$ cat config.mk
export PLATFORM = sky130hd
export DESIGN_NAME = rgb_seq_monitor
export DESIGN_NICKNAME = d
export VERILOG_FILES = /design/src/rtl/rgb_seq_monitor.sv
export SDC_FILE = /design/constraint.sdc
export NUM_CORES = 1
export LEC_CHECK = 0
export CAP_MARGIN = 20
export CORE_MARGIN = 2
export CORE_UTILIZATION = 45
export DETAILED_ROUTE_END_ITERATION = 6
export PLACE_DENSITY_LB_ADDON = 0.2
export SYNTH_ARGS = -nofsm -noshare
export SYNTH_HDL_FRONTEND = slang
export SYNTH_SLANG_ARGS = --single-unit
$ cat constraint.sdc
create_clock -name clk -period 5.7 [get_ports clk]
set_clock_uncertainty 0.2 [all_clocks]
set_input_delay 0.57 -clock clk [delete_from_list [all_inputs] [get_ports clk]]
set_output_delay 0.57 -clock clk [all_outputs]
set_load 0.05 [all_outputs]
$ cat src/rtl/rgb_seq_monitor.sv
// -----------------------------------------------------------------------------
// rgb_seq_monitor
//
// Receive-side checker for the one-hot RGB light sequencer. A complete good
// frame on the light lines is BLANK, RED, GREEN, BLUE (one cycle each), BLANK.
// The monitor counts good frames, flags protocol violations and reports the
// decoded colour of the most recent sample.
//
// Pipeline:
//   stage 1 : {red,green,blue} registered into s_q every cycle; color decodes s_q
//   stage 2 : FSM, pulses, cause, sticky flag and counters, all registered from s_q
//   A pin value present before edge N is in s_q after N; its FSM effect and
//   pulses are visible after edge N+1.
//
// Ports:
//   clk          in   system clock, rising edge
//   reset_n      in   asynchronous active-low reset
//   red/green/blue in light lines from the sequencer
//   clear        in   synchronous clear of counters, err_cause and err_sticky
//   color        out  [1:0] decoded sample: 00 blank/multi-hot, 01 red, 11 green, 10 blue
//   busy         out  FSM is part-way through a frame
//   frame_done   out  one-cycle pulse per completed good frame
//   frame_count  out  [CNT_W-1:0] saturating count of good frames
//   err          out  one-cycle pulse per violation
//   err_cause    out  [1:0] cause of latest error: 01 multi-hot, 10 out-of-order
//   err_sticky   out  set by any error, cleared by clear or reset
//   err_count    out  [CNT_W-1:0] saturating count of err pulses
// -----------------------------------------------------------------------------
module rgb_seq_monitor #(
    parameter int CNT_W = 8
) (
    input  logic             clk,
    input  logic             reset_n,
    input  logic             red,
    input  logic             green,
    input  logic             blue,
    input  logic             clear,
    output logic [1:0]       color,
    output logic             busy,
    output logic             frame_done,
    output logic [CNT_W-1:0] frame_count,
    output logic             err,
    output logic [1:0]       err_cause,
    output logic             err_sticky,
    output logic [CNT_W-1:0] err_count
);

    localparam logic [1:0] ST_IDLE  = 2'd0;
    localparam logic [1:0] ST_SAW_R = 2'd1;
    localparam logic [1:0] ST_SAW_G = 2'd2;
    localparam logic [1:0] ST_SAW_B = 2'd3;

    localparam logic [1:0] CAUSE_MULTI = 2'b01;
    localparam logic [1:0] CAUSE_ORDER = 2'b10;

    localparam logic [CNT_W-1:0] CNT_MAX = {CNT_W{1'b1}};
    localparam logic [CNT_W-1:0] CNT_ONE = {{(CNT_W-1){1'b0}}, 1'b1};

    // Stage 1: sample register, bit order {red, green, blue}
    logic [2:0] s_q;

    // Stage 2 state
    logic [1:0]       state_q, state_d;
    logic             done_q, done_d;
    logic             err_q, err_d;
    logic [1:0]       cause_q, cause_d;
    logic             sticky_q, sticky_d;
    logic [CNT_W-1:0] fcnt_q, fcnt_d;
    logic [CNT_W-1:0] ecnt_q, ecnt_d;

    // Sample classification. The single-colour terms are exact matches, so a
    // multi-hot sample never looks like a valid colour to the FSM.
    logic s_blank, s_red, s_green, s_blue, s_multi;
    logic bad;
    logic [1:0] new_cause;

    assign s_blank = (s_q == 3'b000);
    assign s_red   = (s_q == 3'b100);
    assign s_green = (s_q == 3'b010);
    assign s_blue  = (s_q == 3'b001);
    assign s_multi = (s_q[2] & s_q[1]) | (s_q[2] & s_q[0]) | (s_q[1] & s_q[0]);

    always_comb begin
        color = 2'b00;
        case (s_q)
            3'b100:  color = 2'b01;
            3'b010:  color = 2'b11;
            3'b001:  color = 2'b10;
            default: color = 2'b00;
        endcase
    end

    // Frame FSM: each state accepts exactly one next symbol; anything else
    // is funnelled into the common error handling below.
    always_comb begin
        state_d   = state_q;
        done_d    = 1'b0;
        bad       = 1'b0;
        err_d     = 1'b0;
        new_cause = CAUSE_ORDER;
        case (state_q)
            ST_IDLE: begin
                if (s_red) begin
                    state_d = ST_SAW_R;
                end else if (!s_blank) begin
                    bad = 1'b1;
                end
            end
            ST_SAW_R: begin
                if (s_green) state_d = ST_SAW_G;
                else         bad     = 1'b1;
            end
            ST_SAW_G: begin
                if (s_blue) state_d = ST_SAW_B;
                else        bad     = 1'b1;
            end
            ST_SAW_B: begin
                if (s_blank) begin
                    state_d = ST_IDLE;
                    done_d  = 1'b1;
                end else begin
                    bad = 1'b1;
                end
            end
            default: state_d = ST_IDLE;
        endcase

        if (bad) begin
            err_d = 1'b1;
            if (s_multi) begin
                new_cause = CAUSE_MULTI;
                state_d   = ST_IDLE;
            end else begin
                new_cause = CAUSE_ORDER;
                // A stray red is treated as the start of a fresh frame.
                state_d   = s_red ? ST_SAW_R : ST_IDLE;
            end
        end
    end

    // Counters and status; clear overrides any same-cycle increment or set,
    // but never suppresses the pulses themselves.
    always_comb begin
        fcnt_d   = fcnt_q;
        ecnt_d   = ecnt_q;
        sticky_d = sticky_q;
        cause_d  = cause_q;
        if (clear) begin
            fcnt_d   = '0;
            ecnt_d   = '0;
            sticky_d = 1'b0;
            cause_d  = 2'b00;
        end else begin
            if (done_d && (fcnt_q != CNT_MAX)) begin
                fcnt_d = fcnt_q + CNT_ONE;
            end
            if (err_d) begin
                sticky_d = 1'b1;
                cause_d  = new_cause;
                if (ecnt_q != CNT_MAX) begin
                    ecnt_d = ecnt_q + CNT_ONE;
                end
            end
        end
    end

    always_ff @(posedge clk or negedge reset_n) begin
        if (!reset_n) begin
            s_q      <= 3'b000;
            state_q  <= ST_IDLE;
            done_q   <= 1'b0;
            err_q    <= 1'b0;
            cause_q  <= 2'b00;
            sticky_q <= 1'b0;
            fcnt_q   <= '0;
            ecnt_q   <= '0;
        end else begin
            s_q      <= {red, green, blue};
            state_q  <= state_d;
            done_q   <= done_d;
            err_q    <= err_d;
            cause_q  <= cause_d;
            sticky_q <= sticky_d;
            fcnt_q   <= fcnt_d;
            ecnt_q   <= ecnt_d;
        end
    end

    assign busy        = (state_q != ST_IDLE);
    assign frame_done  = done_q;
    assign frame_count = fcnt_q;
    assign err         = err_q;
    assign err_cause   = cause_q;
    assign err_sticky  = sticky_q;
    assign err_count   = ecnt_q;

endmodule

Yosys cells after proc, flatten, opt, wreduce, memory -nomap -nowiden
Index checks and enable logic that the tools add are counted.
{"block": "op_classes", "addsub": 2, "n_eq_ne": 12, "muxes": 28, "bitwise_logic": 5, "reduce_logical": 9}
{"op": "two-way mux 8 bit", "count": 5}
{"op": "two-way mux 2 bit", "count": 9}
{"op": "adder 8 x 1 -> 8 bit, second input constant", "count": 2}
{"op": "inequality test 8 bit, second input constant", "count": 2}
{"op": "inequality test 3 bit, second input constant", "count": 4}
{"op": "two-way mux 1 bit", "count": 11}
{"op": "one-hot mux 2 bit (4 select lines)", "count": 1}
{"op": "nonzero test 2 bit", "count": 4}
{"op": "one-hot mux 2 bit (3 select lines)", "count": 1}
{"op": "== test 2 bit, second input constant", "count": 2}
{"op": "one-hot mux 1 bit (4 select lines)", "count": 1}
{"op": "AND reduction 4 bit", "count": 1}
{"op": "AND 1 bit", "count": 3}
{"op": "== test 3 x 1 -> 1 bit, second input constant", "count": 1}
{"op": "== test 3 x 2 -> 1 bit, second input constant", "count": 1}
{"op": "== test 3 bit, second input constant", "count": 1}
{"op": "zero test 3 bit", "count": 1}
{"op": "== test 2 x 1 -> 1 bit, second input constant", "count": 1}
{"op": "zero test 2 bit", "count": 1}
{"op": "bitwise OR 1 bit", "count": 2}
{"op": "AND reduction 2 bit", "count": 1}
{"op": "logical AND 1 bit", "count": 1}
{"block": "word_totals", "register_bits": 26, "inputBits": 6, "output_inout_bits": 24, "elab_cells": 64}

Logic depth before layout (Yosys ltp)
{"block": "depth", "depth_word": 7, "mapped_depth": 8, "depth_no_buf": 7}

Worst setup path before layout
Ideal clock, no wire load.
{"block": "synth_path", "kind": "register to register", "from": "reg ecnt_q[0], in the netlist err_count[0]", "to": "reg ecnt_q[3], in the netlist err_count[3]", "setup_time_ns": 0.078, "t_arrival_ns": 1.811, "t_required_ns": 5.422, "slack_ns": 3.611, "path_stages_with_launch": 7, "path_buffers": 0, "synth_period_minus_slack_ns": 2.089, "cell_sequence": "dfrtp_1 > ha_1 > nand3_1 > nand2b_1 > nand3_1 > or3_1 > a21oi_1"}
{"block": "synth_via", "elab_chain_len": 4, "word_cells_on_any_way": 7, "classes_between": "add/sub: 1; eq/ne: 1; mux: 3; reduce/logical: 2"}
{"item": "start, declared", "line_no": "69", "source": "logic [CNT_W-1:0] ecnt_q, ecnt_d;"}
{"item": "start signal, assigned", "line_no": "185", "source": "ecnt_q <= ecnt_d;"}
{"item": "adder 8 x 1 -> 8 bit", "line_no": "161", "source": "ecnt_d = ecnt_q + CNT_ONE;"}
{"item": "two-way mux 8 bit", "line_no": "160", "source": "if (ecnt_q != CNT_MAX) begin"}
{"item": "two-way mux 8 bit", "line_no": "157", "source": "if (err_d) begin"}
{"item": "two-way mux 8 bit", "line_no": "148", "source": "if (clear) begin"}
Parallel ways exist; a longest one is shown, timed or not. The select of a mux whose other input is x is not followed.
A chain may end at the register's enable or synchronous reset.

Worst setup path in the final report
{"block": "layout_path", "from": "reg state_q[0]", "to": "out busy"}
{"block": "layout_via", "elab_chain_len": 1}
{"item": "start, declared", "line_no": "63", "source": "logic [1:0] state_q, state_d;"}
{"item": "start signal, assigned", "line_no": "179", "source": "state_q <= state_d;"}
{"item": "nonzero test 2 bit", "line_no": "189", "source": "assign busy = (state_q != ST_IDLE);"}
{"item": "end, declared", "line_no": "39", "source": "output logic busy,"}
Every way passes these cells.

==> reports/metrics.yaml <==
run_status:
  status: "finished, final reports clean"
floorplan:
  die_area_um2: 3540
  ioPinCount: 30
  core_um2: 2980
  die_h_um: 59.5
  die_w_um: 59.5
  row_count: 20
  initial_utilization: 0.465
global_route:
  grt_max_degree: 27
  top_usage_layer: "met2"
  grtUsageMet2: 0.294
  grt_usage: 0.180
  grt_first_pass_wirelength_um: 4800
  grt_pass1_vias: 1045
  grt_overflow: 0
  gr-usage-met1: 0.243
  grtUsageMet3: 0.0284
  antenna_found_initial: 0
min_path:
  hp-start: "err_sticky$_DFFE_PN0P_"
  holdPathStages: 2
  hold_path.class: "reg -> reg"
  min_to: "err_sticky$_DFFE_PN0P_"
placement:
  dp_worst_setup_slack_ns: 3.35
  place_congestion: 0.798
  dp_hpwl_um: 2100
  portBuffers: 29
  placed_area_um2: 1690
final_layout:
  layout-drive-gt1-share: 0.0719
  diodes: 0
  post-route-cell-area_um2: 1720
  fin_nets: 180
  area.growth.synth_to_final_pct: 24.5
  final_cell_mix: "clkdlybuf4s50_1 (29), nor2_1 (27), dfrtp_1 (26)"
  layout_commonest_cell: "clkdlybuf4s50_1"
  fillerInstances: 267
  fin_util: 0.579
worst_setup_path:
  required_ns: 4.93
  worstPathMaxFanout: 6
  start_kind: "register"
  r2r-end: "err_count[3]$_DFFE_PN0P_"
  path_class: "reg -> out"
  r2r-start: "state_q[0]$_DFFE_PN0P_"
  r2r_cells: 7
  endpoint_kind: "primary output"
  cp.arrival_ns: 1.97
  ff2ff_setup_slack_ns: 3.41
clock_tree:
  clock_path_buffers: 2
  cts.htree.levels: 1
  cts_resized: 0
  cts_buffers: 3
  cts-root-buf: "clkbuf_4"
  postCtsHoldBufs: 0
  cts_tree: "yes"
  clkSlewWorstSetupHoldPaths_ns: 0.14
  clkSinkCount: 26
  clock_latency_ns: 0.32
  post_cts_buffers: 0
yosys:
  syn_area_um2: 1390
  syn_area_per_cell_um2: 9.96
  ys_seq_area_frac: 0.470
  ys_ff_latch: 26
  ys_warn_count: 0
  ys_async_sr_fraction: 1.00
  synth.top_cells.by_area: "dfrtp_1 (47%), nor2_1 (7.3%), ha_1 (5.4%), mux2i_1 (3.6%), xor2_1 (3.2%)"
  synth_ff_type: "dfrtp_1"
  synthCells: 139
  synth_top_area_cell: "dfrtp_1"
  synth.top_cell.area_share: 0.470
  synth_edf_count: 0
  synthesis.nets: 151
  synth_cell_type_count: 37
pwr:
  power.share.combinational: 0.461
  internal-power_mw: 0.344
  pwr-share-seq: 0.389
  switching_share: 0.437
  power.share.clock: 0.150
  netSwitchingPower_mw: 0.267
  leakage_nw: 0.722
  peakVddDrop_uv: 269
  power_density_nw_per_um2: 354
timing:
  max_slew.worst_pin.slew_ns: 0.712
  fin_crit_ns: 2.74
  rsz0062_at_grt: "no"
  slew_viol_final: 0
  setup_ws_ns: 2.96
  slew_headroom: 0.524
  fin_tns_setup_ns: 0
  finalHoldViolCount: 0
  fmax_mhz: 365
  setup_viol_count_final: 0
  min_period_over_period: 0.480
detailed_routing:
  vias: 1115
  drcViolationCount: 0
  antenna_left: 0
  wl_per_cell_um: 14.2
  drt_pass1_iterations: 4
  drt_iter0_markers: 73
  routed_wl_um: 2850
  viasPerCell: 5.58
flow_run:
  max_cap_violations: 0
## cell usage after synthesis (2+ instances only)
cell type  number
nor2_1         27
dfrtp_1        26
nand3_1         8
a21oi_1         6
ha_1            6
inv_1           6
nand2_1         6
mux2i_1         5
xor2_1          5
a211oi_1        4
xnor2_1         4
nor3_1          3
o21ai_0         3
or3_1           3
a31oi_1         2
buf_2           2
clkbuf_1        2
nor2b_1         2
## per-layer routing
metal	routed length [um]	share of wire
met5	0	0
met4	32	0.011
met3	91	0.032
met2	1420	0.50
met1	1300	0.46
## stage by stage
step                power, mW  instances  hold WS, ns
finish                  0.611        200        0.341
global route            0.651        200        0.384
CTS                     0.617        200        0.350
detailed placement      0.523        196        0.312
global placement        0.510        196        0.311
floorplan               0.438        139       0.0744
## how the worst max path moves through the flow
stage,to,startpoint,slack (ns),depth (start not counted)
after floorplan,err_count[3]$_DFFE_PN0P_,err_count[0]$_DFFE_PN0P_,3.61,6
after global placement,busy,state_q[0]$_DFFE_PN0P_,3.40,4
after detailed placement,busy,state_q[0]$_DFFE_PN0P_,3.35,4
after CTS,busy,state_q[0]$_DFFE_PN0P_,2.97,4
after global routing,busy,state_q[0]$_DFFE_PN0P_,2.86,4
final,busy,state_q[0]$_DFFE_PN0P_,2.96,4
## power groups by stage
stage / sequential, mW / clock [mW] / combinational, mW
6_report: 0.237 / 0.0916 / 0.282
3_3_place_gp: 0.238 / 0 / 0.273
2_1_floorplan: 0.299 / 0 / 0.139
5_1_grt: 0.243 / 0.104 / 0.305
3_5_place_dp: 0.241 / 0 / 0.282
4_1_cts: 0.238 / 0.0964 / 0.283
## worst max-delay path: stages, from the launching register on
cell and delay [ns]:
dfrtp_1 0.45, inv_1 0.08, ha_1 0.26, inv_1 0.07, clkdlybuf4s50_1 0.79
## sequential cells by signal (all words and copies together) (netlist names)
register	flops
state_q	2
frame_done	1
s_q	3
err_cause	2
frame_count	8
err_sticky	1
err_count	8
err	1
## cell families (layout without fill, tap and decap cells)
group,after synthesis,in the layout,synth area share
flip-flops,26,26,0.470
AO/OA/AOI/OAI,21,21,0.122
adder cells (fa/ha/maj),6,6,0.0542
buffers and inverters,12,40,0.0425
AND/OR/NAND/NOR,59,59,0.210
XOR/XNOR,9,9,0.0569
multiplexers,6,6,0.0443
## cell type report
class	instances	area, um^2	area share
inverter	6	22.5	0.0131
multi-input combinational	101	676	0.392
tap	33	41.3	0.0239
sequential	26	651	0.377
timing repair buffer	30	298	0.173
clock buffer	4	36.3	0.0210
No activity file was read; power rests on OpenSTA's default activity.
==> edit 1: new RTL, same settings <==
Make the reset (`reset_n`) synchronous in one clocked block. Comments in the files are not updated.
--- a/src/rtl/rgb_seq_monitor.sv
+++ b/src/rtl/rgb_seq_monitor.sv
@@ -164,7 +164,7 @@
         end
     end
 
-    always_ff @(posedge clk or negedge reset_n) begin
+    always_ff @(posedge clk) begin
         if (!reset_n) begin
             s_q      <= 3'b000;
             state_q  <= ST_IDLE;
Formal check against the unedited RTL: differs if reset_n is asserted again (counterexample within 4 cycles, from zero or initial values and one cycle with reset_n low); with reset_n held inactive, the same outputs for 10 cycles.
==> edit 1 against the original RTL <==
  * Synthesized area down 7.1%
  * Setup slack worse by 0.049 ns
  * Register-to-register slack worse by 0.37 ns
  * Final area down 6.7%
  * Count of clock-buffer cells in the layout unchanged
  * Sequential cell count unchanged
  * Wire length down 9.1%
Power is not compared: it rests on default switching activity, and its combinational part moved more than twofold at a synthesized area within 25%.
==> edit 1: results (changes against the original RTL) <==
crit_end: "busy"
met2_usage_pct: 29.87  # +0.51 points
wl_met1_um: 1188  # -8.8%
grt_util_met3_pct: 2.494  # -0.34 points
synth_common_cells: "dfxtp_1 (26), nor2_1 (15), a21oi_1 (10)"
cellLeakagePower_nw: 0.5467
root_buffer: "clkbuf_4"
cp_max_fo: 7  # +1
drive_above_1_share_pct: 5.294  # -1.9 points
outcome: "finished, final reports clean"
timing.rr.end: "err_count[7]"
final.setup.worst_slack_ns: 2.914  # -0.04921 ns
dr_wl_met3_um: 105  # +15%
synthFlopType: "dfxtp_1"
topRoutingLayerUsed: "met4"
via_count: 1098  # -1.5%
yosysUniqueCellTypes: 39  # +5.4%
synth_adder_area_share_pct: 6.615  # +1.2 points
clock_latency_ns: 0.31
fin_area_um2: 1608  # -6.7%
slowest_stage: "clkdlybuf4s50_1"
synth-compound-area-share_pct: 15.37  # +3.2 points
antennaDiodeCount: 0  # unchanged
ys_async_sr_fraction_pct: 0  # -100 points
post-dp-hpwl_um: 1927  # -8.0%
fillers: 253  # -5.2%
grt_pass1_vias: 1045  # unchanged
place_congestion: 0.7916  # -0.78%
ff2ff_setup_slack_ns: 3.04  # -0.37 ns
crit_start: "state_q[0]"
critPathArrivalTime_ns: 2.02  # +0.05 ns
dp_slack_ns: 3.073  # -0.2776 ns
slew-limit-headroom_pct: 47.81  # -4.6 points
synth_seq_area_share_pct: 40.47  # -6.5 points
synth_xor_area_share_pct: 6.128  # +0.44 points
grtUsageTotal_pct: 16.85  # -1.1 points
route.met2.wl_um: 1278  # -10%
postCtsSetupBuffers: 0  # unchanged
whs_ns: 0.2561  # -0.08497 ns
max_stage_delay_ns: 0.80
postPlaceCellArea_um2: 1572  # -6.9%
yosys.area.top_type: "dfxtp_1"
hp-start: "err_sticky"
gr-usage-met1_pct: 20.99  # -3.3 points
grt_start_max_net_pins: 15  # -44%
syn-num-nets: 154  # +2.0%
yosys-top-cells-area: "dfxtp_1 (40%), ha_1 (5.8%), nor2_1 (4.4%)"
rr_worst_depth: 7  # unchanged
ir_worst_vdd_mv: 0.1762
yosysWarnings: 0  # unchanged
grt_pass1_wl_um: 4478  # -6.7%
synth_cells: 142  # +2.2%
nNetsFinal: 183  # +1.7%
wirelength_um: 2589  # -9.1%
antenna_found_initial: 0  # unchanged
holdPathEnd: "err_sticky"
layout.cells.non_filler: 201  # +0.50%
first_iter_violations: 28  # -62%
hold_depth: 2  # unchanged
synth_mux_area_share_pct: 0  # -4.4 points
==> edit 1: final cells by class <==
cell class | instances | share of cell area, %
Inverter | 9 | 2.101
Clock buffer | 4 | 2.257
Multi-Input combinational cell | 102 | 42.80
Tap cell | 31 | 2.412
Timing Repair Buffer | 29 | 18.05
Sequential cell | 26 | 32.37
==> edit 1: kinds of logic (layout without fill, tap and decap cells) <==
family	Yosys count	in the layout
AOI/OAI and AO/OA	28	28
xor gates and xnor gates	9	9
adders and majority gates	7	7
buffers and inverters	14	42
DFF	26	26
and+or+nand+nor	58	58
==> edit 1: report_power, final <==
part / leakage (nW) / internal [W] / switching (W)
Clock: 0.0210 / 0.0000390 / 0.0000535
Sequential: 0.211 / 0.000188 / 0.00000703
Combinational: 0.314 / 0.0000284 / 0.0000533
Total: 0.547 / 0.000256 / 0.000114
==> edit 1: worst max-delay path, delay by kind of cell (launching register included) <==
family | cells | cell delay, ns
buffers and inverters | 3 | 0.99
adders and majority gates | 1 | 0.29
DFF | 1 | 0.42
==> edit 2: new RTL, same flow settings <==
Without the edit above. Change the parameter `CNT_W` from 8 to 10.
--- a/src/rtl/rgb_seq_monitor.sv
+++ b/src/rtl/rgb_seq_monitor.sv
@@ -27,7 +27,7 @@
 //   err_count    out  [CNT_W-1:0] saturating count of err pulses
 // -----------------------------------------------------------------------------
 module rgb_seq_monitor #(
-    parameter int CNT_W = 8
+    parameter int CNT_W = 10
 ) (
     input  logic             clk,
     input  logic             reset_n,
Interface: changed (resized err_count and frame_count); port bits go from 30 to 34. No check against the original RTL was run, so the function may have changed too.
==> edit 2 against the original RTL <==
  * Clock power up 48%
  * Worst hold slack worse by 0.033 ns
  * Wire length up 12%
  * Sequential cell count up 4
  * First-iteration DRC count down 21%
  * Synthesized area up 17%
  * Total power up 17%
  * Synthesized cell count up 16%
  * Setup slack worse by 0.058 ns
  * Sequential share of layout area down 0.84 points
  * Final area up 18%
==> edit 2: results (changes against the original RTL) <==
cp_max_fo: 5  # -1
cts.clk_slew.worst_paths_ns: 0.10  # -0.04 ns
synth_mux_area_share_pct: 2.469  # -2.0 points
hold_depth: 2  # unchanged
ir_worst_vdd_mv: 0.2707  # +0.56%
rr_worst_depth: 6  # -1
dr.pass1.iters: 4  # unchanged
swShare_pct: 43.60  # -0.12 points
viasPerCell: 5.222  # -6.3%
postCtsSetupBuffers: 0  # unchanged
grt_pass1_wl_um: 5713  # +19%
syn-num-nets: 173  # +15%
outcome: "finished, final reports clean"
layout.cells.non_filler: 243  # +22%
grtUsageTotal_pct: 18.25  # +0.28 points
critPathArrivalTime_ns: 2.02  # +0.05 ns
htreeDepth: 2  # +1
timing.rr.end: "err_count[5]"
clock_latency_ns: 0.34  # +0.02 ns
port-buffer-count: 33  # +14%
cellLeakagePower_nw: 0.8441  # +17%
synth-compound-area-share_pct: 10.34  # -1.9 points
holdPathEnd: "err_sticky"
place_congestion: 0.8162  # +2.3%
wirelength_um: 3193  # +12%
root_buffer: "clkbuf_4"
ff2ff_setup_slack_ns: 3.33  # -0.08 ns
syn_avg_cell_area_um2: 10.07  # +1.1%
first_iter_violations: 58  # -21%
antennaDiodeCount: 0  # unchanged
synth_common_cells: "dfrtp_1 (30), nor2_1 (25), a21oi_1 (10)"
yosysWarnings: 0  # unchanged
slew-limit-headroom_pct: 43.60  # -8.8 points
whs_ns: 0.3082  # -0.03281 ns
synth_adder_area_share_pct: 5.247  # -0.17 points
synth_xor_area_share_pct: 5.941  # +0.25 points
grt_pass1_vias: 1221  # +17%
yosysUniqueCellTypes: 43  # +16%
crit_family: "buffers and inverters"
nNetsFinal: 208  # +16%
numCtsBuffers: 5  # +2
post-dp-hpwl_um: 2299  # +9.7%
ys_async_sr_fraction_pct: 100.0  # unchanged
grt_start_max_net_pins: 31  # +15%
synth_seq_area_share_pct: 46.30  # -0.68 points
fillers: 301  # +13%
drive_above_1_share_pct: 9.137  # +2.0 points
yosys-top-cells-area: "dfrtp_1 (46%), nor2_1 (5.8%), ha_1 (4.6%)"
==> edit 2: cells by family (layout without fill, tap and decap cells) <==
group	after synthesis	count (layout)
AND/OR/NAND/NOR	69	69
flip-flops	30	30
AO/OA/AOI/OAI	27	27
buffers and inverters	13	49
XOR/XNOR	11	11
adder cells (fa/ha/maj)	7	7
multiplexers	4	4
==> edit 2: per-layer routing <==
metal  vias to the layer above  wire (µm)  global-route usage (%)
li1                        642          -                       -
met1                       591       1501                   23.10
met2                        31       1478                   28.78
met3                         5        149                   5.986
met4                         0         63                   7.337
met5                         -          0                       0
==> edit 2: cell type report <==
class	count	area, µm²	share of cell area, %
multi-input combinational	118	800.8	39.36
sequential	30	750.7	36.90
timing repair buffer	34	337.8	16.61
tap	46	57.56	2.829
clock buffer	7	55.05	2.706
inverter	7	27.53	1.353
clock inverter	1	5.005	0.2460
==> edit 2: how the worst max path moves through the flow <==
stage,end,start,depth (start not counted)
5_1_grt,color[1],s_q[1],3
3_3_place_gp,busy,state_q[0],4
4_1_cts,color[1],s_q[1],3
2_1_floorplan,err_count[6],state_q[0],7
6_report,busy,state_q[0],4
3_5_place_dp,color[1],s_q[1],3
==> edit 2: worst reg2reg max path: stages, from the launching register on <==
cell	delay, ns
dfrtp_1	0.43
ha_1	0.30
nor4b_4	0.30
nor4_4	0.09
o21ai_1	0.59
o21ai_0	0.21
a21oi_1	0.16
==> edit 2: stage by stage <==
stage	setup WS [ns]	cell area, µm²
global route	2.813	2034
floorplan	3.411	1622
CTS	2.899	2034
finish	2.905	2034
global placement	3.348	1974
detailed placement	3.287	1974
==> edit 2: power by group through the flow <==
| stage | Combinational (W) | Clock [W] | Sequential (W) |
|---|---|---|---|
| finish | 0.000310 | 0.000136 | 0.000266 |
| global route | 0.000341 | 0.000149 | 0.000272 |
| CTS | 0.000313 | 0.000140 | 0.000266 |
| detailed placement | 0.000312 | 0 | 0.000270 |
| global placement | 0.000304 | 0 | 0.000268 |
| floorplan | 0.000159 | 0 | 0.000334 |
